`config.mk`:
```
export PLATFORM = sky130hd
export DESIGN_NAME = boot_loader
export DESIGN_NICKNAME = d
export VERILOG_FILES = /design/src/rtl/boot_loader_pkg.sv /design/src/rtl/boot_byte_pack.sv /design/src/rtl/boot_loader.sv
export SDC_FILE = /design/constraint.sdc
export NUM_CORES = 1
export LEC_CHECK = 0
export CAP_MARGIN = 20
export CORE_UTILIZATION = 49
export CTS_CLUSTER_SIZE = 24
export DETAILED_ROUTE_END_ITERATION = 7
export PLACE_DENSITY = 0.75
export SLEW_MARGIN = 0
export SYNTH_ARGS = -nofsm -noshare
export SYNTH_HDL_FRONTEND = slang
export SYNTH_HIERARCHICAL = 1
export SYNTH_SLANG_ARGS = --single-unit
```
`constraint.sdc`:
```
create_clock -name CLK -period 2.3 [get_ports CLK]
set_clock_uncertainty 0.2 [all_clocks]
set_input_delay 0.69 -clock CLK [delete_from_list [all_inputs] [get_ports CLK]]
set_output_delay 0.69 -clock CLK [all_outputs]
set_load 0.02 [all_outputs]
```
`src/rtl/boot_loader_pkg.sv`:
```
// rtl/boot_loader_pkg.sv - shared boot loader state type, sync default and state helpers
package boot_loader_pkg;

  localparam logic [7:0] BOOT_SYNC_DEFAULT = 8'hA5;

  typedef enum logic [3:0] {
    IDLE    = 4'd0,
    LEN_HI  = 4'd1,
    LEN_LO  = 4'd2,
    DATA_HI = 4'd3,
    DATA_LO = 4'd4,
    WRITE   = 4'd5,
    CHK     = 4'd6,
    DONE    = 4'd7,
    ERROR   = 4'd8
  } boot_state_t;

  // States in which the loader is willing to take a byte from the host.
  function automatic logic boot_accepts(boot_state_t s);
    return (s == IDLE) || (s == LEN_HI) || (s == LEN_LO) ||
           (s == DATA_HI) || (s == DATA_LO) || (s == CHK);
  endfunction

  // States whose bytes are length/data payload (packed into words, summed).
  function automatic logic boot_is_payload(boot_state_t s);
    return (s == LEN_HI) || (s == LEN_LO) || (s == DATA_HI) || (s == DATA_LO);
  endfunction

endpackage

```
`src/rtl/boot_byte_pack.sv`:
```
// rtl/boot_byte_pack.sv - pairs handshaked bytes into a big-endian 16-bit word
module boot_byte_pack (
  input  logic        clk,
  input  logic        rst_n,
  input  logic        clear,
  input  logic [7:0]  byte_data,
  input  logic        byte_en,
  output logic [15:0] word,
  output logic [15:0] word_next
);

  logic       phase_q;
  logic [7:0] hi_q;
  logic [7:0] lo_q;

  // Alternate hi/lo capture; clear realigns to the hi phase between frames.
  always_ff @(posedge clk or negedge rst_n) begin
    if (!rst_n) begin
      phase_q <= 1'b0;
      hi_q    <= 8'h00;
      lo_q    <= 8'h00;
    end else if (clear) begin
      phase_q <= 1'b0;
    end else if (byte_en) begin
      if (!phase_q) begin
        hi_q <= byte_data;
      end else begin
        lo_q <= byte_data;
      end
      phase_q <= ~phase_q;
    end
  end

  assign word      = {hi_q, lo_q};
  // Word as it will look once the byte currently offered is taken as lo.
  assign word_next = {hi_q, byte_data};

endmodule

```
`src/rtl/boot_loader.sv`:
```
// rtl/boot_loader.sv - host byte-stream boot loader into instruction memory (option macro BOOT_CHECKSUM_EN)
module boot_loader
  import boot_loader_pkg::*;
#(
  parameter int         ADDR_W    = 10,
  parameter logic [7:0] SYNC_BYTE = BOOT_SYNC_DEFAULT
) (
  input  logic              CLK,
  input  logic              RST,
  input  logic [7:0]        in_data,
  input  logic              in_valid,
  output logic              in_ready,
  output logic [ADDR_W-1:0] im_addr,
  output logic [15:0]       im_wdata,
  output logic              im_we,
  output logic              cpu_rst_n,
  output logic              boot_done,
  output logic              boot_err
);

  localparam logic [16:0] MAX_WORDS = 17'(1) << ADDR_W;

`ifdef BOOT_CHECKSUM_EN
  localparam boot_state_t END_STATE = CHK;
`else
  localparam boot_state_t END_STATE = DONE;
`endif

  boot_state_t   state_q;
  boot_state_t   state_d;
  logic          armed_q;
  logic [15:0]   n_q;
  logic [ADDR_W:0] idx_q;
  logic [16:0]   idx_inc;
  logic          last_word;
  logic          fire;
  logic          payload_en;
  logic [15:0]   word;
  logic [15:0]   word_next;

  assign fire       = in_valid && in_ready;
  assign payload_en = fire && boot_is_payload(state_q);
  assign idx_inc    = 17'(idx_q) + 17'd1;
  assign last_word  = (idx_inc == {1'b0, n_q});

  boot_byte_pack u_pack (
    .clk       (CLK),
    .rst_n     (RST),
    .clear     (state_q == IDLE),
    .byte_data (in_data),
    .byte_en   (payload_en),
    .word      (word),
    .word_next (word_next)
  );

`ifdef BOOT_CHECKSUM_EN
  logic [7:0] sum_q;

  // Running mod-256 sum of every length and data byte taken from the host.
  always_ff @(posedge CLK or negedge RST) begin
    if (!RST) begin
      sum_q <= 8'h00;
    end else if (payload_en) begin
      sum_q <= sum_q + in_data;
    end
  end
`endif

  // Next-state decode; every transition except WRITE waits on a handshake.
  always_comb begin
    state_d = state_q;
    case (state_q)
      IDLE:    if (fire && (in_data == SYNC_BYTE)) state_d = LEN_HI;
      LEN_HI:  if (fire) state_d = LEN_LO;
      LEN_LO: begin
        if (fire) begin
          if (word_next == 16'h0000) begin
            state_d = END_STATE;
          end else if ({1'b0, word_next} > MAX_WORDS) begin
            state_d = ERROR;
          end else begin
            state_d = DATA_HI;
          end
        end
      end
      DATA_HI: if (fire) state_d = DATA_LO;
      DATA_LO: if (fire) state_d = WRITE;
      WRITE:   state_d = last_word ? END_STATE : DATA_HI;
`ifdef BOOT_CHECKSUM_EN
      CHK:     if (fire) state_d = (in_data == sum_q) ? DONE : ERROR;
`endif
      DONE:    state_d = DONE;
      ERROR:   state_d = ERROR;
      default: state_d = ERROR;
    endcase
  end

  // State, length capture and word index; armed_q delays in_ready one edge past reset.
  always_ff @(posedge CLK or negedge RST) begin
    if (!RST) begin
      state_q <= IDLE;
      armed_q <= 1'b0;
      n_q     <= 16'h0000;
      idx_q   <= '0;
    end else begin
      state_q <= state_d;
      armed_q <= 1'b1;
      if (fire && (state_q == LEN_LO)) begin
        n_q <= word_next;
      end
      if (state_q == WRITE) begin
        idx_q <= idx_q + (ADDR_W+1)'(1);
      end
    end
  end

  assign in_ready  = armed_q && boot_accepts(state_q);
  assign im_we     = (state_q == WRITE);
  assign im_addr   = idx_q[ADDR_W-1:0];
  assign im_wdata  = word;
  assign cpu_rst_n = (state_q == DONE);
  assign boot_done = (state_q == DONE);
  assign boot_err  = (state_q == ERROR);

endmodule

```
* After elaboration in Yosys (flattened, before gate mapping)
Index checks and enable logic that the tools add are counted.
** Storage, ports and cells
- Register bits :: 49
- Input port bits :: 11
- Word-level logic and storage cells :: 57
** Operators by class
- Add/subtract/negate cells :: 2
- $lt $le $gt $ge :: 1
- Equality and inequality tests :: 15
- Mux-type cells :: 11
- Bitwise logic cells :: 2
- Reduce and logical (&&, ||, !) cells :: 19
** Operators by type and width (number)
- 4-bit 2-to-1 mux :: 7
- 4-bit case mux with 7 select lines :: 1
- 12-bit by 16-bit == test with 1-bit output :: 1
- 4-bit by 3-bit == test with 1-bit output (second input constant) :: 4
- 16-bit by 11-bit > comparator with 1-bit output (second input constant) :: 1
- 16-bit logical NOT :: 1
- 11-bit by 1-bit adder with 12-bit output (second input constant) :: 1
- 11-bit by 1-bit adder with 11-bit output (second input constant) :: 1
- 2-bit inequality test (second input constant) :: 5
- 4-bit by 2-bit == test with 1-bit output (second input constant) :: 2
- 8-bit == test (second input constant) :: 1
- 1-bit logical OR :: 8
- 3-bit AND reduction :: 2
- 1-bit logical AND :: 5
- 5-bit AND reduction :: 1
- 4-bit by 1-bit == test with 1-bit output (second input constant) :: 1
- 4-bit == test (second input constant) :: 1
- 4-bit logical NOT :: 1
- 3-bit 2-to-1 mux :: 1
- 1-bit 2-to-1 mux :: 2
- 1-bit NOT :: 2
- 2-bit nonzero test :: 1

* Logic depth before layout (Yosys ltp)
- Depth after elaboration :: 11
- Gate-level depth with buffers :: 8
- Mapped depth without buffers :: 7

* Hierarchy
The synthesis kept the hierarchy.
** By module, submodules not included
- boot_loader :: times used 1, cells each 203, area an instance 2063.2 um^2, seq. area each 800.8 um^2
- boot_byte_pack :: times used 1, cells each 53, area an instance 768.2 um^2, seq. area each 425.4 um^2

* Worst setup path after synthesis
No wires, ideal clock.
- Kind :: flip-flop to output port
- From :: reg state_q[1]
- To :: out cpu_rst_n
- Arrival :: 1521 ps
- Required time :: 1410 ps
- Setup slack :: -111 ps
- Cell stages (with the launch flop) :: 4
- Cells stage by stage :: dfrtp_1 -> clkbuf_1 -> nor3b_1 -> buf_4
** Between the ends
- Word-level cells in the longest chain between the ends :: 1
** Ends and longest elaborated chain
- start: declaration :: RTL line boot_loader.sv:29 : boot_state_t state_q;
- start signal: assignment :: RTL line boot_loader.sv:106 : state_q <= state_d;
- 4-bit by 3-bit == test with 1-bit output
- end: declaration :: RTL line boot_loader.sv:16 : output logic cpu_rst_n,
No other way between the ends.

* Worst setup path after layout
- From :: in in_data[4]
- To :: reg state_q[2]
** Between the ends
- Word-level cells in the longest chain between the ends :: 4
- Elaborated cells on any way between the ends :: 8
- Those cells by class :: eq/ne (2); mux (3); reduce/logical (3)
** Ends and longest elaborated chain
- start: declaration :: RTL line boot_loader.sv:10 : input logic [7:0] in_data,
- 16-bit logical NOT / 8-bit == test (equally long branches) :: RTL line boot_loader.sv:77, boot_loader.sv:73
- 4-bit 2-to-1 mux / 1-bit logical AND (equally long branches) :: RTL line boot_loader.sv:77, boot_loader.sv:73
- 4-bit 2-to-1 mux / 2-bit inequality test (equally long branches)
- 4-bit case mux with 7 select lines / 5-bit AND reduction (equally long branches)
Parallel ways exist; a longest one is shown, timed or not. The select of a mux whose other input is x is not followed.
A chain may end at the register's enable or synchronous reset.

==> results_dict.tcl <==
set metrics [dict create \
    run_status "finished, violations left" \
    grt_usage_pct 21.5 \
    die_w_um 78.0 \
    die-height_um 78.0 \
    rr_startpoint "idx_q[0]" \
    rsz0062_at_grt "true" \
    setup_viol 1 \
    grt_pass1_vias 2061 \
    cts_tree "yes" \
    finalHoldViolations 0 \
    critPathRequiredTime_ns 2.30 \
    reg2reg_slack_ns 0.10 \
    synth.avg_cell_area_um2 11.1 \
    globalRouteOverflowTotal 0 \
    drtPass1Iterations 4 \
    power_frac_seq_pct 55.4 \
    cp_max_fo 4 \
    crit_type "primary input to flop" \
    ys_ff_latch 49 \
    wl_per_cell_um 15.8 \
    swShare_pct 21.6 \
    layout-drive-gt1-share_pct 31.8 \
    synthDistinctLibCells 51 \
    power_frac_comb_pct 4.1 \
    synth_ff_type "dfrtp_1" \
    r2r.worst_path.cells 8 \
    synth_area_leaders "dfrtp_1 43%, mux2_2 9.1%, buf_4 7.2%" \
    num_rows 27 \
    gp_congestion 0.861 \
    min_period_over_period_pct 101 \
    power_frac_clock_pct 40.4 \
    netlist_instances 256 \
    port_buffers 41 \
    netlist_area_mm2 0.00283 \
    layout_min_cycle_time_ns 2.32 \
    start_util_pct 51.1 \
    max-clock-path-buffers 2 \
    synthArstFlopShare_pct 100 \
    cp-start-kind "primary input" \
    stdcell_area_mm2 0.00356 \
    violations "setup timing" \
    fmax_mhz 431 \
    drv_cap 0 \
    dieArea_mm2 0.00609 \
    cts_num_sinks 49 \
    num_io_pins 42 \
    yosysTopAreaCellShare_pct 43.3 \
    grt_max_degree 50 \
    clkTransAtPathRegs_ns 0.09 \
    yosysWarnings 6 \
    dp_hpwl_um 4310 \
    cp.arrival_ns 2.33 \
    vias 2074 \
    clk_latency_ns 0.31 \
    dpl_cell_area_mm2 0.00339 \
    htreeDepth 2 \
    switching_power_uw 336 \
    p_leak_nw 1.80 \
    drtAntennaViolNets 0 \
    hold_class "primary input to async pin" \
    cts_buffers 5 \
    grt_first_pass_wirelength_um 10100 \
    hold_buffers 0 \
    syn_nets 268 \
    synth_edf_count 0 \
    ys_seq_area_share_pct 43.3 \
    holdWs_ns 0.143 \
    worst_slack_ns -0.0227 \
    viasPerCell 5.42 \
    route.detailed.drc 0 \
    core-area_mm2 0.00554 \
    powerDensity_mw_per_mm2 437 \
    irDropWorstVdd_mv 0.278 \
    cp-end-kind "flop" \
    yosysTopAreaCell "dfrtp_1" \
    antenna_found_initial 0 \
    routed_wl_um 6060 \
    slew_violations 0 \
    areaGrowthSynthToFinish_pct 25.7 \
    drtIter0Drc 64 \
    nets 322 \
    diodes 0 \
    n_fill_cell 436 \
    root_buffer "clkbuf_8" \
    internal_power_mw 1.22 \
    r2r_end "state_q[2]" \
]
==> layer usage <==
metal  GRT usage, %  share of wire [%]  vias to the layer above
li1               -                  -                     1000
met1           27.0                 45                     1012
met3           4.42                3.5                        8
met4           7.22                1.5                        0
met2           36.9                 50                       54
met5              0                  0                        -
==> area by class of cell <==
type	count	area, um^2	share of cell area, %
Clock buffer	5	68.8	1.93
Multi-Input combinational cell	166	1350	37.9
Inverter	2	7.51	0.211
Tap cell	72	90.1	2.53
Timing Repair Buffer	86	766	21.5
Clock inverter	3	46.3	1.30
Sequential cell	49	1230	34.6
==> kinds of logic after synthesis <==
kind of cell,share of synthesized area (%)
multiplexers,13.8
AO/OA/AOI/OAI,7.60
AND/OR/NAND/NOR,16.5
flip-flops,43.3
buffers and inverters,10.7
other,0.132
XOR/XNOR,7.42
adder cells (fa/ha/maj),0.442
==> worst max-delay path: stages <==
cell             delay (ns)
clkdlybuf4s50_1        0.53
nor4bb_2               0.38
a211oi_1               0.11
nor2_1                 0.15
a21oi_1                0.09
a211o_1                0.31
o41ai_2                0.06
==> through the flow <==
stage               power [mW]  utilization, %  std cells  TNS, ns  setup WS (ns)
CTS                       1.58            63.6        382  -0.0179       -0.00729
detailed placement       0.944            61.2        372   -10.61         -0.375
floorplan                0.894               -        256        0         0.0201
global route              1.61            64.2        383   -0.218         -0.131
global placement         0.943            61.2        372    -9.69         -0.344
finish                    1.55            64.2        383  -0.0227        -0.0227
==> power groups by stage <==
| stage | logic, mW | registers (mW) | clock network (mW) |
|---|---|---|---|
| finish | 0.0642 | 0.862 | 0.629 |
| CTS | 0.0640 | 0.862 | 0.652 |
| detailed placement | 0.0646 | 0.879 | 0 |
| global placement | 0.0638 | 0.879 | 0 |
| floorplan | 0.0143 | 0.879 | 0 |
| global route | 0.0714 | 0.862 | 0.680 |
==> repair_timing <==
action | 4_1_cts | 5_1_grt
setup buffers | 2 | 1
pin swaps | 3 | 2
endpoints found under the setup margin | 30 | 13
gates resized for setup | 19 | 20
==> cell usage in the layout (no fill, tap or decap), drive strengths merged, types with 3 or more instances in the layout <==
cell | netlist | routed
clkdlybuf4s50 | 0 | 21
dlymetal6s2s | 0 | 8
and3 | 4 | 4
nand2b | 5 | 5
dfrtp | 49 | 49
nor3 | 8 | 8
clkbuf | 5 | 7
nand4 | 5 | 5
nand2 | 9 | 9
nand3b | 4 | 4
buf | 34 | 47
a211oi | 3 | 3
nor3b | 3 | 3
xor2 | 11 | 11
xnor2 | 13 | 13
nor2 | 11 | 11
mux2 | 33 | 33
nand3 | 5 | 5
nor4 | 6 | 6
o21ai | 8 | 8
a21oi | 11 | 11
dlygate4sd2 | 0 | 6
==> registers in the layout (all words and copies together), names as in the netlist <==
name	count
armed_q	1
idx_q	11
n_q	16
state_q	4
u_pack/hi_q	8
u_pack/lo_q	8
u_pack/phase_q	1
==> worst max path at each step <==
stage | cells past startpoint | end | slack (ns) | startpoint
2_1_floorplan | 7 | state_q[2] | 0.02 | idx_q[0]
3_3_place_gp | 6 | u_pack/hi_q[3] | -0.34 | in_valid
3_5_place_dp | 6 | u_pack/hi_q[7] | -0.38 | in_valid
4_1_cts | 3 | boot_done | -0.007 | state_q[2]
5_1_grt | 7 | state_q[2] | -0.13 | in_data[4]
6_report | 7 | state_q[2] | -0.02 | in_data[4]
==> synthesized netlist by cell type (2+ instances only) <==
cell	count
dfrtp_1	49
buf_4	27
mux2_2	23
xnor2_1	13
a21oi_1	11
nor2_1	11
xor2_1	11
mux2_1	10
nand2_1	9
nor3_1	7
nor4_1	6
clkbuf_1	5
nand2b_1	5
nand4_1	5
o21ai_0	5
buf_6	4
a211oi_1	3
and3_1	3
nand3_1	3
nand3b_1	3
o21ai_1	3
and3b_1	2
buf_2	2
inv_1	2
mux2i_1	2
nand3_4	2
nand4b_1	2
nor2b_1	2
nor3b_1	2
nor4bb_1	2
o31ai_1	2
(Power assumes the default switching activity.)
